File: src/rtl/param_synch_fifo.sv
// Single-clock FIFO, arbitrary DEPTH, with level flags, fill count, sticky errors and flush.
// Latency: write visible next cycle; standard read data 1 cycle after read_en; FWFT presents head combinationally.
// Backpressure: writes dropped when full (overflow sets), reads ignored when empty (underflow sets).
// Build option: define PARAM_SYNCH_FIFO_FWFT_EN for first-word-fall-through output.
module param_synch_fifo #(
  parameter int WIDTH         = 64,
  parameter int DEPTH         = 5,
  parameter int AFULL_THRESH  = DEPTH - 1,
  parameter int AEMPTY_THRESH = 1,
  localparam int CNT_W        = $clog2(DEPTH + 1)
) (
  input  logic             clock,
  input  logic             reset_n,
  input  logic             flush,
  input  logic             clear_errors,
  input  logic [WIDTH-1:0] data_in,
  input  logic             write_en,
  input  logic             read_en,
  output logic [WIDTH-1:0] data_out,
  output logic             dout_valid,
  output logic [CNT_W-1:0] fill_count,
  output logic             empty,
  output logic             full,
  output logic             almost_empty,
  output logic             almost_full,
  output logic             overflow,
  output logic             underflow
);

  localparam int AW = (DEPTH > 1) ? $clog2(DEPTH) : 1;
  localparam logic [AW-1:0] LAST_ADDR = AW'(DEPTH - 1);

  logic [WIDTH-1:0] mem [DEPTH];
  logic [AW-1:0]    write_addr;
  logic [AW-1:0]    read_addr;
  logic             wr_acc;
  logic             rd_acc;
  logic             ovf_set;
  logic             udf_set;

  // Pointers wrap explicitly at DEPTH-1 so non-power-of-two depths work.
  function automatic logic [AW-1:0] next_addr(input logic [AW-1:0] a);
    return (a == LAST_ADDR) ? '0 : a + AW'(1);
  endfunction

  // Status flags derive from the registered count only.
  assign empty        = (fill_count == '0);
  assign full         = (fill_count == CNT_W'(DEPTH));
  assign almost_full  = (int'(fill_count) >= AFULL_THRESH);
  assign almost_empty = (int'(fill_count) <= AEMPTY_THRESH);

  // Acceptance uses start-of-cycle state; flush masks both requests.
  assign wr_acc  = write_en && !full && !flush;
  assign rd_acc  = read_en && !empty && !flush;
  assign ovf_set = write_en && full && !flush;
  assign udf_set = read_en && empty && !flush;

  // Storage array; contents are not reset.
  always_ff @(posedge clock) begin
    if (wr_acc) begin
      mem[write_addr] <= data_in;
    end
  end

  // Pointer and fill-count bookkeeping; flush has top priority.
  always_ff @(posedge clock or negedge reset_n) begin
    if (!reset_n) begin
      write_addr <= '0;
      read_addr  <= '0;
      fill_count <= '0;
    end else if (flush) begin
      write_addr <= '0;
      read_addr  <= '0;
      fill_count <= '0;
    end else begin
      if (wr_acc) write_addr <= next_addr(write_addr);
      if (rd_acc) read_addr  <= next_addr(read_addr);
      case ({wr_acc, rd_acc})
        2'b10:   fill_count <= fill_count + CNT_W'(1);
        2'b01:   fill_count <= fill_count - CNT_W'(1);
        default: fill_count <= fill_count;
      endcase
    end
  end

  // Sticky error flags; a new error wins over a same-cycle clear.
  always_ff @(posedge clock or negedge reset_n) begin
    if (!reset_n) begin
      overflow  <= 1'b0;
      underflow <= 1'b0;
    end else begin
      overflow  <= (overflow  && !clear_errors) || ovf_set;
      underflow <= (underflow && !clear_errors) || udf_set;
    end
  end

`ifdef PARAM_SYNCH_FIFO_FWFT_EN
  // Head of queue is always presented; valid whenever something is stored.
  assign data_out   = mem[read_addr];
  assign dout_valid = !empty;
`else
  // Registered read port: data follows an accepted read by one cycle and holds otherwise.
  always_ff @(posedge clock or negedge reset_n) begin
    if (!reset_n) begin
      data_out   <= '0;
      dout_valid <= 1'b0;
    end else begin
      dout_valid <= rd_acc;
      if (rd_acc) begin
        data_out <= mem[read_addr];
      end
    end
  end
`endif

endmodule

File: config.mk
export PLATFORM = sky130hd
export DESIGN_NAME = param_synch_fifo
export DESIGN_NICKNAME = d
export VERILOG_FILES = /design/src/rtl/param_synch_fifo.sv
export SDC_FILE = /design/constraint.sdc
export NUM_CORES = 1
export LEC_CHECK = 0
export CAP_MARGIN = 0
export CORE_AREA = 2 2 186 188
export CTS_CLUSTER_SIZE = 20
export DETAILED_ROUTE_END_ITERATION = 6
export DIE_AREA = 0 0 188 190
export RECOVER_POWER = 25
export SLEW_MARGIN = 20
export SYNTH_ARGS = -nofsm -noshare
export SYNTH_HDL_FRONTEND = slang
export SYNTH_SLANG_ARGS = --single-unit
File: constraint.sdc
create_clock -name clock -period 11.77 [get_ports clock]
set_input_delay 2.354 -clock clock [delete_from_list [all_inputs] [get_ports clock]]
set_output_delay 2.354 -clock clock [all_outputs]
set_load 0.01 [all_outputs]
Word-level counts from Yosys, hierarchy flattened
Memories as Yosys holds them, arrays and structs flattened. A register that Yosys moved wholly into a read port is not among the register bits.
Cells that the tools add are included.
- word-level logic and storage cells: 49
- memory bits (writable): 320
- ROM bits: 0
- input bits: 70
- bits in registers: 12
- latch bits: 0
- memories kept: 1
- memory list (name ; words ; width ; read ports ; clocked after Yosys merged registers in ; write ports ; line ; source):
    mem ; 5 ; 64 ; 1 ; 1 ; 1 ; 33 ; logic [WIDTH-1:0] mem [DEPTH];
- multiply operators: 0
- reductions and logical operators: 21
- shift-type cells: 0
- bitwise operators: 0
- $lt $le $gt $ge: 2
- $add $sub $neg: 4
- divide/modulo/power cells: 0
- eq/ne operators: 5
- muxes and demuxes: 10
- operator list (cell ; count):
    3-bit 2-to-1 mux ; 7
    1-bit logical AND ; 10
    3-bit by 1-bit adder with 3-bit output, second input constant ; 3
    3-bit equality test, second input constant ; 3
    3-bit case mux with 2 select lines ; 1
    1-bit zero test ; 5
    2-bit nonzero test ; 2
    3-bit greater-or-equal comparator, second input constant ; 1
    3-bit by 1-bit <= comparator with 1-bit output, second input constant ; 1
    3-bit zero test ; 1
    3-bit nonzero test ; 1
    3-bit by 1-bit subtractor with 3-bit output, second input constant ; 1
    2-bit by 1-bit equality test with 1-bit output, second input constant ; 1
    2-bit equality test, second input constant ; 1
    1-bit logical OR ; 2
    1-bit 2-to-1 mux ; 2

Longest topological paths before layout
Gate-level depths: netlist of run 1.
- word-level depth: 7
- depth in mapped cells: 9
- depth with buffers taken out: 6

Least setup slack after synthesis of run 1
OpenSTA, ideal clock, no wires.
- path type: input to register
- start point: input port flush
- end point: memory mem[4][0] (enable)
- arrival time: 9580 ps
- stages on the path: 3
- slack: 1523 ps
- path through: clkbuf_1 or3_4 nor4b_1
- longest elaborated chain between the ends: 4
- RTL lines (what ; line ; source):
    start, declared ; 14 ; input logic flush,
    1-bit zero test ; 53 ; assign wr_acc = write_en && !full && !flush;
    1-bit logical AND ; 53 ;
    1-bit 2-to-1 mux ; 60 ; if (wr_acc) begin
    1-bit 2-to-1 mux (not written as such) ; 61 ; mem[write_addr] <= data_in;
    end, declared ; 33 ;
No other way between the ends.

Worst setup path in the final report of run 1
- start point: register fill_count[1]
- end point: output port full
- longest elaborated chain between the ends: 1
- RTL lines (what ; line ; source):
    start, declared ; 21 ; output logic [CNT_W-1:0] fill_count,
    start signal, assigned ; 79 ; 2'b10: fill_count <= fill_count + CNT_W'(1);
    start signal, assigned ; 80 ; 2'b01: fill_count <= fill_count - CNT_W'(1);
    start signal, assigned ; 81 ; default: fill_count <= fill_count;
    3-bit equality test ; 48 ; assign full = (fill_count == CNT_W'(DEPTH));
    end, declared ; 23 ; output logic full,
No other way between the ends.

==> summary.txt, run 1 <==
Run status
  – Status: complete, but fails checks
  – Failing checks: capacitance limit, slew limit

Finish
  – Final core utilization: 53.77%
  – Final Cell Area: approximately 18000 um^2
  – Layout cells sized above 1: about 16%
  – Synth-to-Final Area Change: 22.20%
  – Fillers: roughly 2700
  – Final nets: between 1000 and 1500

CTS
  – Clock buffer depth: 3
  – Post-CTS resize count: 0
  – CTS tree: done
  – Clk Latency, worst-skew pair: roughly 0.54 ns
  – Clk root buf: clkbuf_16
  – CTS clk-pin slew, worst paths: ~0.060 ns
  – Post-CTS setup buffer count: 0
  – H-tree depth: 2
  – Clk sinks: about 400
  – Hold buffers post-CTS: 0
  – Num CTS Buffers: 42

Timing
  – Tcrit/Tclk final: 38.68%
  – Fin Hold WS: 0.4759 ns
  – Setup violations, final: 0
  – Final Max Tran Viols: 37
  – Slew headroom: -61.81%
  – Fmax achieved: around 0.22 GHz
  – Setup TNS: 0 ns
  – Clk_skew: about 0.018 ns
  – Hold Fails Final Rpt: 0
  – RSZ-0062 raised after global routing: no
  – Final min period: 4.553 ns
  – Measured slew at the worst slew-check pin: ~2.4 ns

Synthesis
  – Yosys top cell area share: 64.33%
  – Top_reg_cell synth: edfxtp_1
  – Mapped cell area: around 15000 um^2
  – Syn_area_per_cell: about 19 um^2
  – Post-synth cell types: 41
  – Post-Synthesis Cells: 774
  – Post-synthesis sequential area ratio: 77.06%
  – Ranking of synthesized cells by area: edfxtp_1 (64%), dfrtp_1 (13%), mux4_2 (9.6%)
  – Post-synth EDFFs: 320
  – Asr flop ratio synth: a little under a fifth
  – Net Count, Synth: roughly 850
  – Commonest cells in the netlist: edfxtp_1 (320), dfrtp_1 (76), nand2_1 (73)
  – Yosys synthesis warning count: 0
  – Most common cell in the netlist: edfxtp_1
  – Area leader, netlist: edfxtp_1
  – #FFs+latches synth: just under 400

Setup path
  – WP data arrival: 2.20 ns
  – Crit end category: output port
  – Startpoint Class: register
  – Crit Path Max Fanout: 5
  – Crit path kind: reg2out
  – Critical Path RT: 9.42 ns

Die
  – Rows: around 70
  – IO Count: roughly 140
  – Initial core utilization: approximately 44%
  – Area of the die: 35720 um^2
  – Core Area: between 30000 and 40000 um^2
  – Die Y: between 150 and 200 um
  – Chip width: 188 um

Power
  – Seq pwr share: between 40% and 50%
  – Clock network fraction of design power: 34.1%
  – Peak supply drop: ~0.00011 V
  – Power per Cell Area: 210.1 nW/um^2
  – Sw frac: 25.41%
  – Pleak: between 6 and 7 nW
  – Int Power: approximately 0.0029 W
  – Total power: around 0.0038 W
  – Net Sw Power: between 0.0009 and 0.001 W
  – Combinational Power Share: between 10% and 20%

Global route
  – Vias in the first global route: around 7500
  – Global route overflow: 0
  – Global-route wire length before repair: approximately 45000 um
  – All-Layer GR Usage: 16.76%
  – Pin count of the biggest net entering global routing: 107
  – Initial antenna violation count: 4

Route
  – Routed vias: around 7400
  – Antenna-violating nets left: 0
  – Vias per cell: between 5 and 6
  – DRT iter0 DRCs: approximately 380
  – DR pass1 iterations: 5
  – Post-DR wirelength/cell: 20.57 um
  – Drt drc: 0
  – Final wirelength: approximately 29000 um

Job
  – Max-cap viol count: 1

Placed design
  – Port bufs: 143
  – Placed inst area: approximately 17000 um^2
  – Final GP Congestion: about 0.72
  – HPWL after DPL: about 16000 um

Hold path
  – HP Class: reg2reg
-- critical path, stage by stage (launching register included) --
cell,delay [ns]
dfrtp_1,0.42
inv_1,0.12
ha_1,0.27
nand2_1,0.16
inv_1,0.14
clkdlybuf4s50_1,0.56
-- stage by stage --
stage,std cells,worst slack (ns)
6_report,1427,7.217
5_1_grt,1424,6.905
4_1_cts,1424,7.198
3_5_place_dp,1346,6.655
3_3_place_gp,1346,6.771
2_1_floorplan,774,1.523
-- placed cells by master (no fill, tap or decap), types with 14 or more instances in the layout --
| cell | n |
|---|---|
| edfxtp_1 | 320 |
| dfrtp_1 | 73 |
| o21ai_1 | 38 |
| dlygate4sd3_1 | 39 |
| inv_1 | 14 |
| mux2i_1 | 64 |
| o21ai_0 | 28 |
| clkdlybuf4s50_1 | 103 |
| buf_4 | 14 |
| nand2_1 | 73 |
| mux4_2 | 64 |
| clkbuf_16 | 43 |
-- layout make-up --
| class | instances | area, um^2 | area share, % |
|---|---|---|---|
| flip-flops and latches | 396 | 11520 | 63.12 |
| diodes | 3 | 7.507 | 0.04112 |
| multi-input cells | 323 | 3169 | 17.36 |
| well taps | 455 | 569.3 | 3.119 |
| clock inverters | 21 | 224.0 | 1.227 |
| inverters | 14 | 52.55 | 0.2879 |
| clock buffers | 57 | 1169 | 6.402 |
| repair buffers | 158 | 1541 | 8.444 |
-- sequential cells by signal (all words and copies together), names as in the netlist --
signal and count:
dout_valid 1, write_addr 3, data_out 64, overflow 1
fill_count 3, underflow 1, mem 320, read_addr 3
-- cell families (layout without fill, tap and decap cells) --
logic type / count (synthesis) / count (layout) / share of synthesized area (%)
AO/OA/AOI/OAI: 83 / 83 / 3.066
adder cells (fa/ha/maj): 8 / 8 / 0.6701
buffers and inverters: 55 / 250 / 1.968
flip-flops: 396 / 396 / 77.06
multiplexers: 130 / 130 / 14.09
other: 0 / 3 / 0
AND/OR/NAND/NOR: 102 / 102 / 3.149
-- power by group through the flow --
stage	clock network, W	logic (W)	registers (W)
after detailed placement	0	0.000764	0.00181
after floorplan	0	0.000393	0.00181
final	0.00131	0.000747	0.00178
after global routing	0.00140	0.000820	0.00180
after global placement	0	0.000752	0.00181
after CTS	0.00134	0.000764	0.00179
-- routing by layer --
metal  up-vias  GRT usage, %  wire length (um)
met4         0         5.330               631
met2       168         27.56             14290
met5         -             0                 0
met3        45         3.247              1341
li1       3361             -                 -
met1      3795         22.75             13090
-- path summary, 6_finish.rpt --
| path | from | end | slack (ns) | cells past startpoint |
|---|---|---|---|---|
| hold reg to reg | data_out[29] | data_out[29] | 0.48 | 2 |
| setup reg to reg | fill_count[1] | mem[4][63] | 8.96 | 7 |
| min in group asynchronous | reset_n | data_out[36] | 2.56 | 1 |
| max in group asynchronous | reset_n | read_addr[1] | 7.44 | 2 |
| hold / removal | data_out[29] | data_out[29] | 0.48 | 2 |
| setup / recovery | fill_count[1] | full | 7.22 | 5 |
Note: power is estimated with default switching activity, not from simulation.
==> run 2: changes to the inputs <==
- clock period: 11.77 -> 4.7 ns (I/O delays scaled with it)
==> summary.txt, run 2 (synthesized netlist as in run 1, its figures left out) <==
CTS
  – Clk sinks: 396
  – Clk root buf: clkbuf_16
  – CTS tree: done
  – Post-CTS resize count: 0
  – H-tree depth: 2
  – Clock buffer depth: 3
  – CTS clk-pin slew, worst paths: roughly 0.06 ns
  – Num CTS Buffers: 41
  – Hold buffers post-CTS: 0
  – Clk Latency, worst-skew pair: 0.54 ns
  – Post-CTS setup buffer count: 0

Timing
  – Setup violations, final: 0
  – Final min period: about 3.1 ns
  – Fmax achieved: ~0.32 GHz
  – Final Max Tran Viols: 77
  – RSZ-0062 raised after global routing: no
  – Fin worst setup slack: approximately 1.6 ns
  – Measured slew at the worst slew-check pin: 2.138 ns
  – Hold Fails Final Rpt: 0
  – Clk_skew: 0.01851 ns
  – Slew headroom: -42.55%
  – Tcrit/Tclk final: about two thirds

Finish
  – Fin cells: about 1400
  – Top Registers: mem: 320 flops, data_out: 64 flops
  – Synth-to-Final Area Change: 21.89%
  – Largest Register: mem
  – Multi-input logic area: 3213 um^2
  – Final nets: ~1000
  – Most common cell after layout, fill and taps aside: edfxtp_1
  – Fillers: around 2700
  – FF/Latch Area: about 12000 um^2
  – Layout cells sized above 1: roughly 16%
  – Most frequent cells in the layout: edfxtp_1 (320), clkdlybuf4s50_1 (112), nand2_1 (73), dfrtp_1 (73)
  – Number of flip-flops under the largest register name: between 300 and 400

Run status
  – Status: complete, but fails checks
  – Failing checks: capacitance limit, slew limit

Placed design
  – DP Worst Slack: about 1.4 ns
  – HPWL after DPL: 15920 um
  – Final GP Congestion: between 0.7 and 0.8
  – Placed Cells: around 1300
  – Port bufs: ~140

Setup path
  – Crit end category: output port
  – Critical Path RT: ~3.8 ns
  – WP data arrival: around 2.2 ns
  – Worst path bufs/invs: 3
  – Startpoint Class: register
  – Worst path cell trace: inv_1 > ha_1 > nand2_1 > inv_1 > clkdlybuf4s50_1
  – CP max stage delay: around 0.57 ns
  – Top Family by Delay on Critical Path: buffers and inverters
  – Crit Path Max Fanout: 5
  – Crit path kind: reg2out
  – Critical path's most frequent cell: inv_1
  – Crit-path slowest cell: clkdlybuf4s50_1

Route
  – Routed vias: about 7300
  – Final wirelength: 28470 um
  – Vias per cell: about 5
  – DR pass1 iterations: 4
  – Highest Signal Layer: met5
  – Antenna-violating nets left: 0
  – DRT iter0 DRCs: 380
  – Wire length on met1: roughly 13000 um
  – Drt drc: 0
  – Post-DR wirelength/cell: ~20 um
  – DR WL met2: 13830 um
  – Wire length on met3: ~1200 um

Die
  – IO Count: 144
  – Initial core utilization: between 40% and 50%
  – Area of the die: around 36000 um^2
  – Die Y: between 150 and 200 um
  – Rows: 68
  – Core Area: between 30000 and 40000 um^2
  – Chip width: 188 um

Power
  – Pleak: between 6 and 7 nW
  – Power per Cell Area: 512.5 nW/um^2
  – Peak supply drop: approximately 0.0003 V

Hold path
  – HP Class: reg2reg

Job
  – Max-cap viol count: 1

Global route
  – All-Layer GR Usage: about 16%
  – Global-route wire length before repair: roughly 45000 um
  – Global route overflow: 0
  – Initial antenna violation count: 6
  – Pin count of the biggest net entering global routing: between 70 and 80
  – Vias in the first global route: about 7700
## run 2: power breakdown
part	switching (W)	leakage [nW]	total [W]	internal [W]
logic	0.000825	1.59	0.00187	0.00105
registers	0.000291	3.85	0.00446	0.00417
clock network	0.00129	0.639	0.00300	0.00171
total	0.00240	6.09	0.00933	0.00693
## run 2: per-layer routing
layer,vias up,track usage [%]
met5,-,0
met4,6,4.179
met3,49,3.376
met2,152,27.32
met1,3726,22.05
li1,3360,-
## run 2: path summary, 6_finish.rpt
check,startpoint,to,slack (ns),cells after the start
max in group asynchronous,reset_n,read_addr[2],2.14,1
min reg2reg,data_out[36],data_out[36],0.48,2
min,data_out[36],data_out[36],0.48,2
max reg2reg,fill_count[1],mem[1][35],2.03,7
max,fill_count[1],full,1.57,5
min in group asynchronous,reset_n,data_out[46],1.04,1
## run 2: final cells by class
type                       count  share of cell area, %
timing repair buffer         158                  8.659
tap                          455                  3.127
antenna                        3                0.04123
clock inverter                22                 0.7147
sequential                   396                  63.28
multi-input combinational    323                  17.65
clock buffer                  54                  6.240
inverter                      14                 0.2886
## run 2: through the flow
step | util, % | setup TNS (ns) | area (um^2) | power, W | hold WS (ns)
6_report | 53.63 | 0 | 18210 | 0.009331 | 0.4775
5_1_grt | 53.62 | 0 | 18200 | 0.009783 | 0.4998
4_1_cts | 53.63 | 0 | 18210 | 0.009471 | 0.4831
3_5_place_dp | 49.90 | 0 | 16940 | 0.006454 | 0.4691
3_3_place_gp | 49.89 | 0 | 16940 | 0.006428 | 0.4614
2_1_floorplan | - | -220.81 | 14980 | 0.005520 | 0.4941
## run 2: worst reg2reg max path: cells and delay by family (launching register included)
family	cells	cell delay, ns
adders and majority gates	1	0.25
buffers and inverters	3	0.81
DFF	1	0.41
and+or+nand+nor	3	0.80
